`src/rtl/video_timing_gen.sv`:
```
// ============================================================================
//  video_timing_gen
//  Pixel timing (sync/blank/coords) and test-pattern generator for bring-up.
//  Revision: 1.0
// ============================================================================
`default_nettype none

module video_timing_gen #(
    parameter int H_ACTIVE = 640,
    parameter int H_FP     = 16,
    parameter int H_SYNC   = 96,
    parameter int H_BP     = 48,
    parameter int V_ACTIVE = 480,
    parameter int V_FP     = 10,
    parameter int V_SYNC   = 2,
    parameter int V_BP     = 33,
    parameter int HS_POL   = 0,
    parameter int VS_POL   = 0
) (
    input  logic        clk,
    input  logic        reset,
    input  logic        ce,
    input  logic [1:0]  pattern,
    output logic        hs,
    output logic        vs,
    output logic        hblank,
    output logic        vblank,
    output logic        de,
    output logic [11:0] xpos,
    output logic [11:0] ypos,
    output logic        frame_start,
    output logic [7:0]  r,
    output logic [7:0]  g,
    output logic [7:0]  b
);

    localparam int          c_h_total  = H_ACTIVE + H_FP + H_SYNC + H_BP;
    localparam int          c_v_total  = V_ACTIVE + V_FP + V_SYNC + V_BP;
    localparam logic [11:0] c_h_last   = 12'(c_h_total - 1);
    localparam logic [11:0] c_v_last   = 12'(c_v_total - 1);
    localparam logic [11:0] c_h_active = 12'(H_ACTIVE);
    localparam logic [11:0] c_v_active = 12'(V_ACTIVE);
    localparam logic [11:0] c_hs_start = 12'(H_ACTIVE + H_FP);
    localparam logic [11:0] c_hs_end   = 12'(H_ACTIVE + H_FP + H_SYNC);
    localparam logic [11:0] c_vs_start = 12'(V_ACTIVE + V_FP);
    localparam logic [11:0] c_vs_end   = 12'(V_ACTIVE + V_FP + V_SYNC);
    localparam logic [11:0] c_bar_last = 12'(H_ACTIVE / 8 - 1);
    localparam logic        c_hs_on    = (HS_POL != 0);
    localparam logic        c_vs_on    = (VS_POL != 0);

    logic [11:0] hcnt_q, hcnt_d;
    logic [11:0] vcnt_q, vcnt_d;
    logic [11:0] bar_pix_q, bar_pix_d;
    logic [2:0]  bar_idx_q, bar_idx_d;
    logic [1:0]  pat_q, pat_d;
    logic        hs_q, hs_d;
    logic        vs_q, vs_d;
    logic        hblank_q, hblank_d;
    logic        vblank_q, vblank_d;
    logic        de_q, de_d;
    logic        fs_q, fs_d;
    logic [11:0] xpos_q, xpos_d;
    logic [11:0] ypos_q, ypos_d;
    logic [23:0] rgb_q, rgb_d;

    logic        w_h_last;
    logic        w_v_last;
    logic        w_h_act;
    logic        w_v_act;
    logic        w_origin;
    logic        w_hs_win;
    logic        w_vs_win;
    logic [1:0]  w_pat;
    logic [23:0] w_rgb;

    assign w_h_last = (hcnt_q == c_h_last);
    assign w_v_last = (vcnt_q == c_v_last);
    assign w_h_act  = (hcnt_q < c_h_active);
    assign w_v_act  = (vcnt_q < c_v_active);
    assign w_origin = (hcnt_q == 12'd0) && (vcnt_q == 12'd0);
    assign w_hs_win = (hcnt_q >= c_hs_start) && (hcnt_q < c_hs_end);
    assign w_vs_win = (vcnt_q >= c_vs_start) && (vcnt_q < c_vs_end);
    // The pixel at the origin already uses the pattern being latched there.
    assign w_pat    = w_origin ? pattern : pat_q;

    always_comb begin
        w_rgb = 24'h000000;
        case (w_pat)
            2'd0: begin
                case (bar_idx_q)
                    3'd0:    w_rgb = 24'hFFFFFF;
                    3'd1:    w_rgb = 24'hFFFF00;
                    3'd2:    w_rgb = 24'h00FFFF;
                    3'd3:    w_rgb = 24'h00FF00;
                    3'd4:    w_rgb = 24'hFF00FF;
                    3'd5:    w_rgb = 24'hFF0000;
                    3'd6:    w_rgb = 24'h0000FF;
                    default: w_rgb = 24'h000000;
                endcase
            end
            2'd1:    w_rgb = (hcnt_q[5] ^ vcnt_q[5]) ? 24'h000000 : 24'hFFFFFF;
            2'd2:    w_rgb = {hcnt_q[7:0], vcnt_q[7:0], hcnt_q[7:0] ^ vcnt_q[7:0]};
            default: w_rgb = 24'h808080;
        endcase
    end

    always_comb begin
        hcnt_d    = hcnt_q;
        vcnt_d    = vcnt_q;
        bar_pix_d = bar_pix_q;
        bar_idx_d = bar_idx_q;
        pat_d     = pat_q;
        hs_d      = hs_q;
        vs_d      = vs_q;
        hblank_d  = hblank_q;
        vblank_d  = vblank_q;
        de_d      = de_q;
        fs_d      = 1'b0;
        xpos_d    = xpos_q;
        ypos_d    = ypos_q;
        rgb_d     = rgb_q;

        if (ce) begin
            hcnt_d = w_h_last ? 12'd0 : hcnt_q + 12'd1;
            if (w_h_last) begin
                vcnt_d = w_v_last ? 12'd0 : vcnt_q + 12'd1;
            end

            // Bar tracker follows hcnt so the bar index is valid for the next pixel.
            if (w_h_last) begin
                bar_pix_d = 12'd0;
                bar_idx_d = 3'd0;
            end else if (bar_pix_q == c_bar_last) begin
                bar_pix_d = 12'd0;
                bar_idx_d = (bar_idx_q == 3'd7) ? 3'd7 : bar_idx_q + 3'd1;
            end else begin
                bar_pix_d = bar_pix_q + 12'd1;
            end

            if (w_origin) begin
                pat_d = pattern;
            end

            hs_d     = w_hs_win ? c_hs_on : ~c_hs_on;
            vs_d     = w_vs_win ? c_vs_on : ~c_vs_on;
            hblank_d = ~w_h_act;
            vblank_d = ~w_v_act;
            de_d     = w_h_act & w_v_act;
            fs_d     = w_origin;
            xpos_d   = w_h_act ? hcnt_q : 12'd0;
            ypos_d   = w_v_act ? vcnt_q : 12'd0;
            rgb_d    = (w_h_act & w_v_act) ? w_rgb : 24'h000000;
        end
    end

    always_ff @(posedge clk) begin
        if (reset) begin
            hcnt_q    <= 12'd0;
            vcnt_q    <= 12'd0;
            bar_pix_q <= 12'd0;
            bar_idx_q <= 3'd0;
            pat_q     <= 2'd0;
            hs_q      <= ~c_hs_on;
            vs_q      <= ~c_vs_on;
            hblank_q  <= 1'b1;
            vblank_q  <= 1'b1;
            de_q      <= 1'b0;
            fs_q      <= 1'b0;
            xpos_q    <= 12'd0;
            ypos_q    <= 12'd0;
            rgb_q     <= 24'h000000;
        end else begin
            hcnt_q    <= hcnt_d;
            vcnt_q    <= vcnt_d;
            bar_pix_q <= bar_pix_d;
            bar_idx_q <= bar_idx_d;
            pat_q     <= pat_d;
            hs_q      <= hs_d;
            vs_q      <= vs_d;
            hblank_q  <= hblank_d;
            vblank_q  <= vblank_d;
            de_q      <= de_d;
            fs_q      <= fs_d;
            xpos_q    <= xpos_d;
            ypos_q    <= ypos_d;
            rgb_q     <= rgb_d;
        end
    end

    assign hs          = hs_q;
    assign vs          = vs_q;
    assign hblank      = hblank_q;
    assign vblank      = vblank_q;
    assign de          = de_q;
    assign frame_start = fs_q;
    assign xpos        = xpos_q;
    assign ypos        = ypos_q;
    assign r           = rgb_q[23:16];
    assign g           = rgb_q[15:8];
    assign b           = rgb_q[7:0];

endmodule

`default_nettype wire

```
`config.mk`:
```
export PLATFORM = sky130hd
export DESIGN_NAME = video_timing_gen
export DESIGN_NICKNAME = d
export VERILOG_FILES = /design/src/rtl/video_timing_gen.sv
export SDC_FILE = /design/constraint.sdc
export NUM_CORES = 1
export LEC_CHECK = 0
export BUFFER_PORTS_ARGS = -buffer_cell sky130_fd_sc_hd__buf_2
export CORE_MARGIN = 5
export CORE_UTILIZATION = 35
export DETAILED_ROUTE_END_ITERATION = 8
export PLACE_DENSITY_LB_ADDON = 0.3
export SKIP_CTS_REPAIR_TIMING = 1
export SYNTH_ARGS = -nofsm -noshare
export SYNTH_HDL_FRONTEND = slang
export SYNTH_SLANG_ARGS = --single-unit
export TNS_END_PERCENT = 100
```
`constraint.sdc`:
```
create_clock -name clk -period 2.3 [get_ports clk]
set_clock_uncertainty 0.05 [all_clocks]
set_input_delay 0.115 -clock clk [delete_from_list [all_inputs] [get_ports clk]]
set_output_delay 0.115 -clock clk [all_outputs]
set_load 0.05 [all_outputs]
```
==> results.ini <==
[flow_run]
drv_cap = 0

[floorplanning]
die_w_um = 119
core-area_um2 = 11900
die_area_um2 = 14200
placementRows = 40
io_pins = 59
die_h_um = 119
start_util_pct = 35.3

[finish]
fill_cells = 1133
area_growth_pct = 25.8
fin_cells = 693
fin_util_pct = 44.4
fin_nets = 555
diodes = 0
drive_gt1_share_pct = 26.0

[pwr]
power_frac_comb_pct = 12.2
pwr-share-seq_pct = 46.1
pwr-share-clk_pct = 41.6
power_density_nw_per_um2 = 716
p_leak_nw = 2.17
switching_share_pct = 26.0
switchingPower_mw = 0.981
p_int_mw = 2.79
power.ir.vdd_worst_uv = 398

[synth]
netlist.area_leader.share_pct = 45.4
synth_edf_count = 0
synthTopCellsByCount = dfxtp_1 (95), nor2_1 (58), nand2_1 (32), clkbuf_1 (27), xnor2_1 (24)
synth_top_area_cell = dfxtp_1
synth_seq_area_share_pct = 45.4
yosys.cell_count.top_type = dfxtp_1
ys_top_cells_by_area = dfxtp_1 (45%), nor2_1 (5.2%), xnor2_1 (5.0%), a221o_1 (3.3%), a22o_1 (3.3%)
netlist_area_um2 = 4190
synthCells = 459
async_flop_share_pct = 0
ys.flop_type = dfxtp_1
ys_warn_count = 0
syn_area_per_cell_um2 = 9.12
synth.distinct_cells = 49
synth-seq-cells = 95
synth_nets = 473

[hold_path]
hp-class = input pin to flop
hold_start = pattern[0]
min_to = pat_q[0]
hold-path-cell-count = 3

[route]
wl_met3_um = 461
drc = 0
wl_per_cell_um = 16.1
wl_met2_mm = 5.23
vias = 3634
viasPerCell = 5.24
dr.pass1.iters = 4
initialDrtViolationCount = 221
drt_wl_total_mm = 11.2
route.top_layer_used = met4
wl_met1_mm = 5.28
ant_nets = 0

[global_routing]
antenna_found_initial = 0
track_usage_pct = 15.7
grt_pass1_vias = 3613
grt_pass1_wl_mm = 18.3
grt_max_degree = 27
grt_overflow_total = 0

[critical_path]
cp.required_ns = 2.53
critPathMaxFanout = 14
crit_chain = or4_4, or4_4, or4_4, a21oi_4, buf_12, a221o_1
reg2reg_from = vcnt_q[4]
worstSetupPathType = flop to flop
critPathMaxStageDelay_ns = 0.53
crit_top_cell = or4_4
r2r_end = rgb_q[10]
cp.arrival_ns = 2.68
r2r_slack_ns = -0.15
cp-start-kind = flop
cp-end-kind = flop
cp_slowest_cell = or4_4
ff2ff_path_depth = 6

[timing]
max-slew-margin-rel_pct = 58.6
worstMarginPinSlew_ns = 0.619
rsz0062_at_grt = true
fin_crit_sh_pct = 107
timing.final.ws_setup_ns = -0.151
clock.fmax_mhz = 408
fin_tns_setup_ns = -2.47
finalSetupViolCount = 24
period_needed_ns = 2.45
final-hold-violation-count = 0
drv_slew = 0

[clock_tree]
h-tree-depth = 3
cts.reportedPaths.clkPinSlew_ns = 0.06
cts.sinks = 95
cts-root-buf = clkbuf_16
cts_buffers = 9
cts_tree = yes
worstSkewPairLatency_ns = 0.34
cts_max_path_buffers = 2

[place]
placed_cells = 677
dp_hpwl_mm = 8.19
gp_congestion = 0.932
portBuffers = 58

[outcome]
violations = setup timing
status = complete, but fails checks

[layout make-up]
| cell class | instances | area, um2 | area share [%] |
|---|---|---|---|
| multi-input cells | 317 | 2150 | 40.9 |
| flip-flops and latches | 95 | 1900 | 36.1 |
| repair buffers | 105 | 659 | 12.5 |
| clock buffers | 11 | 233 | 4.42 |
| well taps | 147 | 184 | 3.49 |
| clock inverters | 5 | 82.6 | 1.57 |
| inverters | 13 | 48.8 | 0.927 |
[power groups by stage]
stage | combinational, mW | clock (mW) | sequential (mW)
5_1_grt | 0.492 | 1.68 | 1.74
4_1_cts | 0.453 | 1.61 | 1.74
3_3_place_gp | 0.447 | 0 | 1.77
3_5_place_dp | 0.453 | 0 | 1.78
2_1_floorplan | 0.163 | 0 | 1.93
6_report | 0.462 | 1.57 | 1.74
[cells by family after synthesis]
group / count (synthesis) / synth area share [%]
compound gates: 83 / 15.6
xor+xnor: 38 / 7.95
fa+ha+maj: 9 / 2.69
buf+inv: 47 / 4.90
flops: 95 / 45.4
mux: 7 / 1.67
simple gates: 180 / 21.8
[worst max path at each step]
stage,endpoint,start,slack [ns],depth (start not counted)
3_5_place_dp,rgb_q[15],vcnt_q[4],-0.15,5
2_1_floorplan,rgb_q[15],vcnt_q[6],-0.29,7
3_3_place_gp,rgb_q[15],vcnt_q[4],-0.13,5
4_1_cts,rgb_q[6],vcnt_q[4],-0.18,7
5_1_grt,rgb_q[10],vcnt_q[4],-0.20,6
6_report,rgb_q[10],vcnt_q[4],-0.15,6
[per-stage QoR]
stage               worst slack [ns]  instance area, um2  power [mW]  hold WS (ns)
floorplan                     -0.287                4200        2.10         0.209
global placement              -0.128                4890        2.22         0.382
detailed placement            -0.148                4890        2.23         0.384
CTS                           -0.177                5200        3.80        0.0827
global route                  -0.202                5270        3.92         0.143
finish                        -0.151                5270        3.77         0.114
[critical path: cells and delay by family (launching register included)]
family,cells,cell delay (ns)
flip-flops,1,0.32
AND/OR/NAND/NOR,3,1.57
AO/OA/AOI/OAI,2,0.31
buffers and inverters,1,0.15
[placed cells by master (no fill, tap or decap), drive strengths merged, types with 5 or more instances in the layout]
master	instances
or3	5
nor2	58
a22o	16
a21oi	15
mux2i	7
or4	7
ha	9
o21ai	10
nor4	8
buf	105
clkbuf	11
nand4	16
nand3	16
o221ai	7
nand2	32
nor3	12
and2	6
a221o	14
dfxtp	95
nand2b	5
xor2	14
inv	13
xnor2	24
[flip-flops by register name (all words and copies together) (netlist names)]
signal,flops
ypos,12
bar_pix_q,12
vcnt_q,12
de,1
rgb_q,24
vblank,1
vs,1
xpos,12
hblank,1
hs,1
frame_start,1
pat_q,2
hcnt_q,12
bar_idx_q,3
[per-layer routing]
layer	GRT usage, %	vias up
met5	0	-
met4	6.44	0
met3	2.80	16
met2	24.7	89
met1	21.3	1730
li1	-	1799
Note: power is estimated with default switching activity, not from simulation.
